[config.mk]
export PLATFORM = sky130hd
export DESIGN_NAME = sap1_controller
export DESIGN_NICKNAME = d
export VERILOG_FILES = /design/src/rtl/sap1_pkg.sv /design/src/rtl/sap1_ring_counter.sv /design/src/rtl/sap1_controller.sv
export SDC_FILE = /design/constraint.sdc
export NUM_CORES = 1
export LEC_CHECK = 0
export ABC_AREA = 1
export CAP_MARGIN = 10
export CORE_MARGIN = 2
export CORE_UTILIZATION = 43
export DETAILED_ROUTE_END_ITERATION = 12
export PLACE_DENSITY = 0.86
export REMOVE_ABC_BUFFERS = 1
export SLEW_MARGIN = 0
export SYNTH_ARGS = -nofsm -noshare
export SYNTH_HDL_FRONTEND = slang
export SYNTH_SLANG_ARGS = --single-unit
[constraint.sdc]
create_clock -name clk -period 2.4 [get_ports clk]
set_input_delay 0.48 -clock clk [delete_from_list [all_inputs] [get_ports clk]]
set_output_delay 0.48 -clock clk [all_outputs]
set_load 0.01 [all_outputs]
[src/rtl/sap1_pkg.sv]
// sap1_pkg: shared constants for the SAP-1 control unit.
//   - 4-bit opcodes recognised by the decoder
//   - bit positions inside the 12-bit control word
//   - one-hot ring-counter states T1..T6
package sap1_pkg;

  localparam int CON_W = 12;
  localparam int T_W   = 6;

  localparam logic [3:0] OP_LDA = 4'b0000;
  localparam logic [3:0] OP_ADD = 4'b0001;
  localparam logic [3:0] OP_SUB = 4'b0010;
  localparam logic [3:0] OP_OUT = 4'b1110;
  localparam logic [3:0] OP_HLT = 4'b1111;

  localparam int CON_CP = 11;
  localparam int CON_EP = 10;
  localparam int CON_LM = 9;
  localparam int CON_CE = 8;
  localparam int CON_LI = 7;
  localparam int CON_EI = 6;
  localparam int CON_LA = 5;
  localparam int CON_EA = 4;
  localparam int CON_SU = 3;
  localparam int CON_EU = 2;
  localparam int CON_LB = 1;
  localparam int CON_LO = 0;

  typedef enum logic [T_W-1:0] {
    T1 = 6'b000001,
    T2 = 6'b000010,
    T3 = 6'b000100,
    T4 = 6'b001000,
    T5 = 6'b010000,
    T6 = 6'b100000
  } t_state_e;

endpackage

[src/rtl/sap1_ring_counter.sv]
// sap1_ring_counter: six-state one-hot timing ring for the SAP-1 controller.
// Ports:
//   clk     - system clock, rising edge
//   clr     - synchronous active-high reset, forces T1
//   hold    - freeze the ring in its current state
//   t_state - one-hot timing state (bit0 = T1 ... bit5 = T6)
//
// state | meaning
// T1    | address state: PC onto bus, load MAR
// T2    | increment state: PC + 1
// T3    | memory state: RAM word into IR
// T4    | execute step 1
// T5    | execute step 2
// T6    | execute step 3, then back to T1
module sap1_ring_counter
  import sap1_pkg::*;
(
  input  logic           clk,
  input  logic           clr,
  input  logic           hold,
  output logic [T_W-1:0] t_state
);

  t_state_e state_q, state_d;

  always_ff @(posedge clk) begin
    if (clr) state_q <= T1;
    else     state_q <= state_d;
  end

  // Any non-one-hot value falls back to T1, so the ring self-recovers.
  always_comb begin
    state_d = T1;
    case (state_q)
      T1:      state_d = hold ? T1 : T2;
      T2:      state_d = hold ? T2 : T3;
      T3:      state_d = hold ? T3 : T4;
      T4:      state_d = hold ? T4 : T5;
      T5:      state_d = hold ? T5 : T6;
      T6:      state_d = hold ? T6 : T1;
      default: state_d = T1;
    endcase
  end

  assign t_state = state_q;

endmodule

[src/rtl/sap1_controller.sv]
// sap1_controller: SAP-1 control unit (ring counter + halt flag + decode).
// Ports:
//   clk     - system clock, rising edge
//   clr     - synchronous active-high reset
//   opcode  - upper nibble of the instruction register
//   con     - control word {Cp,Ep,Lm,CE,Li,Ei,La,Ea,Su,Eu,Lb,Lo}
//   t_state - one-hot timing state (bit0 = T1 ... bit5 = T6)
//   hlt     - registered halt flag
module sap1_controller
  import sap1_pkg::*;
(
  input  logic             clk,
  input  logic             clr,
  input  logic [3:0]       opcode,
  output logic [CON_W-1:0] con,
  output logic [T_W-1:0]   t_state,
  output logic             hlt
);

  logic hlt_q, hlt_d;
  logic halt_now;
  logic ring_hold;

  // HLT in T4 must stop the ring on the same edge that sets the flag,
  // otherwise the counter would already have stepped to T5.
  assign halt_now  = (t_state == T4) && (opcode == OP_HLT);
  assign ring_hold = hlt_q | halt_now;
  assign hlt_d     = hlt_q | halt_now;

  sap1_ring_counter u_ring (
    .clk     (clk),
    .clr     (clr),
    .hold    (ring_hold),
    .t_state (t_state)
  );

  always_ff @(posedge clk) begin
    if (clr) hlt_q <= 1'b0;
    else     hlt_q <= hlt_d;
  end

  assign hlt = hlt_q;

  always_comb begin
    con = '0;
    if (!hlt_q) begin
      case (t_state)
        T1: begin
          con[CON_EP] = 1'b1;
          con[CON_LM] = 1'b1;
        end
        T2: con[CON_CP] = 1'b1;
        T3: begin
          con[CON_CE] = 1'b1;
          con[CON_LI] = 1'b1;
        end
        T4: begin
          case (opcode)
            OP_LDA, OP_ADD, OP_SUB: begin
              con[CON_EI] = 1'b1;
              con[CON_LM] = 1'b1;
            end
            OP_OUT: begin
              con[CON_EA] = 1'b1;
              con[CON_LO] = 1'b1;
            end
            default: ;
          endcase
        end
        T5: begin
          case (opcode)
            OP_LDA: begin
              con[CON_CE] = 1'b1;
              con[CON_LA] = 1'b1;
            end
            OP_ADD, OP_SUB: begin
              con[CON_CE] = 1'b1;
              con[CON_LB] = 1'b1;
            end
            default: ;
          endcase
        end
        T6: begin
          case (opcode)
            OP_ADD: begin
              con[CON_EU] = 1'b1;
              con[CON_LA] = 1'b1;
            end
            OP_SUB: begin
              con[CON_SU] = 1'b1;
              con[CON_EU] = 1'b1;
              con[CON_LA] = 1'b1;
            end
            default: ;
          endcase
        end
        default: ;
      endcase
    end
  end

endmodule

==> flow_metrics.py, run 1 <==
metrics = {
    "clocking": {
        "cts_resized": 10,
        "path_clk_slew_ps": 60,
        "cts_max_path_buffers": 2,
        "cts_max_level": 1,
        "post_cts_buffers": 0,
        "cts_tree": "yes",
        "clock_latency_ps": 260,
        "cts_buffers": 3,
        "cts.sinks": 7,
        "ctsHoldBuffers": 0,
        "cts_root_buffer": "clkbuf_4",
    },
    "worst_setup_path": {
        "cp_slowest_cell": "clkdlybuf4s50_1",
        "path_max_fanout": 3,
        "max_stage_delay_ps": 460,
        "startpoint_type": "input pin",
        "crit_path_end_kind": "output pin",
        "path_cells": "clkdlybuf4s50_1, nor2_2, nand3_2, or2_1, nor2_1, dlygate4sd2_1",
        "cp.arrival_ps": 1790,
        "crit_type": "input pin to output pin",
        "required_ps": 1920,
    },
    "global_route": {
        "grt-ovfl-total": 0,
        "first_global_vias": 593,
        "grt_pass1_wl_um": 2580,
        "grtUsageTotal_pct": 23.95,
        "grt_max_degree": 8,
        "use_met2_pct": 41.67,
        "use_met1_pct": 28.20,
        "grt_util_met3_pct": 7.065,
        "grt_antenna_before_repair": 0,
        "grt.busiest_layer": "met2",
    },
    "synthesis": {
        "netlist_instances": 91,
        "synth_cell_types": 22,
        "netlist_area_sq_um": 576.8,
        "syn_avg_cell_area_sq_um": 6.338,
        "yosysTopAreaCellShare_pct": 24.30,
        "netlist_top_cells_area": "dfxtp_1 (24%), nand2_1 (12%), nor2_1 (11%)",
        "yosysTopAreaCell": "dfxtp_1",
        "ys_seq_area_share_pct": 24.30,
        "yosysWarnings": 0,
        "yosys_register_bits": 7,
    },
    "die": {
        "die_w_um": 40.63,
        "core_region_area_sq_mm": 0.001269,
        "rows": 13,
        "die_h_um": 40.63,
        "start_util_pct": 45.46,
        "die_area_sq_mm": 0.001650,
        "pin_count": 25,
    },
    "flow_run": {
        "drv_cap": 0,
    },
    "power_and_ir_drop": {
        "vdd_drop_max_mv": 0.3992,
        "p_leak_nw": 0.4108,
        "power.density_mw_per_mm2": 420.6,
    },
    "cells_and_area": {
        "area_growth_pct": 49.89,
        "final_area_sq_um": 864.6,
        "final_common_cell": "nand2_1",
        "nets": 128,
        "layout-drive-gt1-share_pct": 23.14,
        "insertedDiodeCount": 0,
        "mostFrequentLayoutCells": "nand2_1 (18), nor2_1 (16), clkdlybuf4s50_1 (15)",
    },
    "sta": {
        "setup_violations": 0,
        "tns_ps": 0,
        "fin_crit_ps": 2268,
        "finalMaxSlewViolations": 0,
        "max_slew_margin_pct": 76.70,
        "worst_slew_pin_slew_ps": 349.5,
        "fmax_mhz": 440.9,
        "hold_violations": 0,
        "grt_setup_unrepaired": "no",
        "whs_ps": 636.4,
        "period_share_pct": 94.50,
        "skew_ps": 8.264,
    },
    "drt": {
        "viasPerCell": 5.051,
        "drt_wl_total_um": 1604,
        "drt_iter0_markers": 24,
        "vias": 687,
        "drc": 0,
        "drt-wirelength-per-cell_um": 11.79,
        "ant_nets": 0,
        "firstDrtPassIters": 4,
    },
    "placed_design": {
        "finalWeightedCongestion": 0.8534,
        "dp_hpwl_um": 1299,
        "io_buffers": 24,
        "dpl_cell_area_sq_um": 850.8,
    },
    "min_path": {
        "hold_path.class": "register to register",
    },
    "status": {
        "status": "complete, no violations",
    },
}
[final cells by class]
cell class,count,area (sq um)
repair buffers,27,247.7
multi-input cells,70,382.9
well taps,15,18.77
flip-flops and latches,7,140.1
fillers,117,404.1
clock buffers,4,26.28
inverters,13,48.80
[per-stage QoR]
step	worst slack [ps]	power [mW]	utilization (%)	instances
floorplan	739.9	0.1965	-	90
global placement	-153.2	0.2539	67.06	132
detailed placement	-234.0	0.2562	67.06	132
CTS	67.96	0.3657	68.44	136
global route	22.59	0.3839	68.15	136
finish	131.9	0.3637	68.15	136
[critical path, delay by kind of cell]
kind	cells	cell delay (ps)
simple gates	4	570
buf+inv	2	740
[metal layers]
| metal | vias to the layer above | share of wire [%] |
|---|---|---|
| li1 | 351 | - |
| met1 | 313 | 42 |
| met2 | 19 | 51 |
| met3 | 4 | 5.6 |
| met4 | 0 | 1.8 |
| met5 | - | 0 |
[cells by family (layout without fill, tap and decap cells)]
logic type	count (synthesis)	in the layout	share of synthesized area, %
buf+inv	14	44	9.762
flops	7	7	24.29
simple gates	61	61	56.83
compound gates	9	9	9.111
[cell usage after synthesis]
master,n
nand3_4,1
inv_1,8
a21oi_1,2
nand2_1,18
o21ai_2,1
nor2_2,4
or2_1,1
nor4_1,1
o21ai_0,3
nand3_2,1
nor2_4,3
nand3b_1,1
nor3_2,1
nand2_4,2
nor2_1,17
dfxtp_1,7
o22ai_1,3
buf_4,1
nor3_1,1
nand2_2,2
nand3_1,8
inv_2,5
[report_power, final]
| group | total, mW | switching, mW | internal, mW |
|---|---|---|---|
| sequential | 0.132 | 0.00888 | 0.123 |
| combinational | 0.119 | 0.0628 | 0.0566 |
| clock | 0.112 | 0.0484 | 0.0638 |
[registers in the layout, indices dropped and copies added (netlist names)]
register / cells
hlt: 1
u_ring.t_state: 6
[worst paths after layout]
check	from	endpoint	slack, ps	depth (start not counted)
max	opcode[3]	con[2]	130	6
min reg2reg	u_ring.t_state[0]	u_ring.t_state[1]	640	3
min	u_ring.t_state[0]	u_ring.t_state[1]	640	3
max reg2reg	u_ring.t_state[1]	u_ring.t_state[0]	1200	7
Power figures use the tool's default switching activity.
==> inputs of run 2 (changes only) <==
- CORE_ASPECT_RATIO: not set -> 0.9
- CORE_UTILIZATION: 43 -> 47
- PLACE_DENSITY: 0.86 -> 0.88
- SYNTH_HIERARCHICAL: not set -> 1
==> flow_metrics.py, run 2 <==
metrics = {
    "sta": {
        "max_slew_margin_pct": 80.25,
        "hold_violations": 0,
        "fin_crit_ps": 2327,
        "worst_slew_pin_slew_ps": 295.9,
        "setup_violations": 0,
        "period_share_pct": 96.94,
        "skew_ps": 7.098,
        "finalMaxSlewViolations": 0,
        "grt_setup_unrepaired": "no",
        "tns_ps": 0,
        "fmax_mhz": 429.8,
    },
    "cells_and_area": {
        "final_util_pct": 69.06,
        "mostFrequentLayoutCells": "nor2_1 (21), nand2_1 (18), clkdlybuf4s50_1 (17)",
        "final_common_cell": "nor2_1",
        "layout-drive-gt1-share_pct": 27.86,
        "nets": 147,
        "area_growth_pct": 40.07,
        "largest_reg_flops": 6,
        "insertedDiodeCount": 0,
    },
    "clocking": {
        "cts.sinks": 7,
        "cts_buffers": 3,
        "path_clk_slew_ps": 50,
        "cts_root_buffer": "clkbuf_4",
        "post_cts_buffers": 0,
        "clock_latency_ps": 250,
        "cts_tree": "yes",
        "cts_max_path_buffers": 2,
        "cts_max_level": 1,
    },
    "power_and_ir_drop": {
        "switching_share_pct": 35.96,
        "internal_power_mw": 0.2576,
        "p_seq_share_pct": 34.1,
        "vdd_drop_max_mv": 0.3804,
        "power_switching_mw": 0.1446,
        "p_leak_nw": 0.4370,
        "comb_power_share_pct": 39.1,
        "power.density_mw_per_mm2": 406.9,
        "clockPowerShare_pct": 26.8,
    },
    "drt": {
        "drc": 0,
        "drt-wirelength-per-cell_um": 10.94,
        "drt_wl_total_um": 1695,
        "vias": 790,
        "drt_iter0_markers": 24,
        "firstDrtPassIters": 4,
        "ant_nets": 0,
        "viasPerCell": 5.097,
    },
    "die": {
        "die_area_sq_mm": 0.001828,
        "core_region_area_sq_mm": 0.001431,
        "start_util_pct": 49.30,
        "die_h_um": 40.76,
        "pin_count": 25,
        "rows": 13,
        "die_w_um": 44.85,
    },
    "global_route": {
        "grt_pass1_wl_um": 2684,
        "grt_antenna_before_repair": 0,
        "grtUsageTotal_pct": 20.61,
        "grt-ovfl-total": 0,
        "first_global_vias": 685,
        "grt_max_degree": 9,
    },
    "placed_design": {
        "dp_hpwl_um": 1371,
        "finalWeightedCongestion": 0.8852,
        "io_buffers": 24,
    },
    "status": {
        "status": "complete, no violations",
    },
    "worst_setup_path": {
        "crit_type": "input pin to output pin",
        "startpoint_type": "input pin",
        "crit_path_end_kind": "output pin",
        "cp.arrival_ps": 1850,
        "path_max_fanout": 3,
        "required_ps": 1920,
    },
    "synthesis": {
        "syn_avg_cell_area_sq_um": 6.301,
        "netlist_instances": 112,
        "ys.flop_type": "dfxtp_1",
        "yosysMostFrequentCell": "nor2_1",
        "netlist_top_cells_area": "dfxtp_1 (20%), nor2_1 (11%), nand3_1 (9.9%)",
        "synth-xor-area-share_pct": 0,
        "yosysWarnings": 6,
        "synth_cell_types": 22,
        "yosysTopAreaCell": "dfxtp_1",
        "synthSimpleGateAreaFrac_pct": 62.06,
        "synth_top_family_by_area": "simple AND/OR/NAND/NOR gates",
        "yosys_register_bits": 7,
        "synth_mux_area_share_pct": 0,
        "ys_top_cells_by_count": "nor2_1 (21), nand2_1 (18), nand3_1 (14)",
        "ys_seq_area_share_pct": 19.86,
        "ys_async_sr_fraction_pct": 0,
        "synth_compound_area_share_pct": 7.624,
        "netlist_area_sq_um": 705.7,
        "synth_fa_ha_area_share_pct": 0,
        "synth_edf_count": 0,
        "yosysTopAreaCellShare_pct": 19.86,
    },
    "flow_run": {
        "drv_cap": 0,
    },
    "min_path": {
        "hold_path.class": "register to register",
    },
}
run 2: per-stage QoR:
| stage | power [mW] | instance area [sq um] | std cells | setup slack, ps | hold slack [ps] |
|---|---|---|---|---|---|
| 3_5_place_dp | 0.2974 | 967.2 | 151 | -73.81 | 571.5 |
| 6_report | 0.4022 | 988.4 | 155 | 73.40 | 576.8 |
| 2_1_floorplan | 0.2345 | 693.2 | 110 | 888.2 | 542.4 |
| 5_1_grt | 0.4288 | 988.4 | 155 | 7.856 | 618.5 |
| 4_1_cts | 0.4050 | 985.9 | 155 | 38.35 | 578.7 |
| 3_3_place_gp | 0.2938 | 967.2 | 151 | -44.06 | 571.4 |
run 2: final cells by class:
| type | count | area (sq um) |
|---|---|---|
| multi-input cells | 87 | 491.7 |
| flip-flops and latches | 7 | 140.1 |
| repair buffers | 26 | 250.2 |
| fillers | 132 | 442.9 |
| well taps | 15 | 18.77 |
| clock buffers | 4 | 26.28 |
| inverters | 16 | 61.31 |
run 2: repair_timing:
action,4_1_cts,5_1_grt
hold buffers,0,0
resized for setup,6,1
hold endpoints to repair,0,0
pin swaps,0,0
endpoints found under the setup margin,6,1
run 2: path summary, 6_finish.rpt:
kind / from / end / slack, ps / cells past startpoint
worst max-delay path: opcode[3] / con[6] / 70 / 5
worst min-delay path: hlt / hlt / 580 / 2
worst max register to register: u_ring/t_state[1] / u_ring/t_state[0] / 940 / 9
worst min register to register: hlt / hlt / 580 / 2
run 2: metal layers:
metal / GRT usage [%] / wire length (um)
met1: 22.14 / 671
met2: 39.86 / 848
met3: 3.084 / 159
met4: 11.03 / 15
met5: 0 / 0
run 2: critical path, cell delays in order:
cell and delay (ps):
clkdlybuf4s50_1 460, nor2_4 150, nand3_2 100, nor2_1 120
clkdlybuf4s50_1 540
run 2: power groups by stage:
| stage | Sequential (mW) | Clock, mW | Combinational (mW) |
|---|---|---|---|
| after floorplan | 0.140 | 0 | 0.0940 |
| after global routing | 0.139 | 0.118 | 0.172 |
| after global placement | 0.138 | 0 | 0.155 |
| after detailed placement | 0.140 | 0 | 0.158 |
| after CTS | 0.137 | 0.109 | 0.159 |
| final | 0.137 | 0.108 | 0.157 |
run 2: cells by family (layout without fill, tap and decap cells):
| group | after synthesis | in the layout |
|---|---|---|
| AOI/OAI and AO/OA | 9 | 9 |
| buffers and inverters | 18 | 46 |
| DFF | 7 | 7 |
| and+or+nand+nor | 78 | 78 |
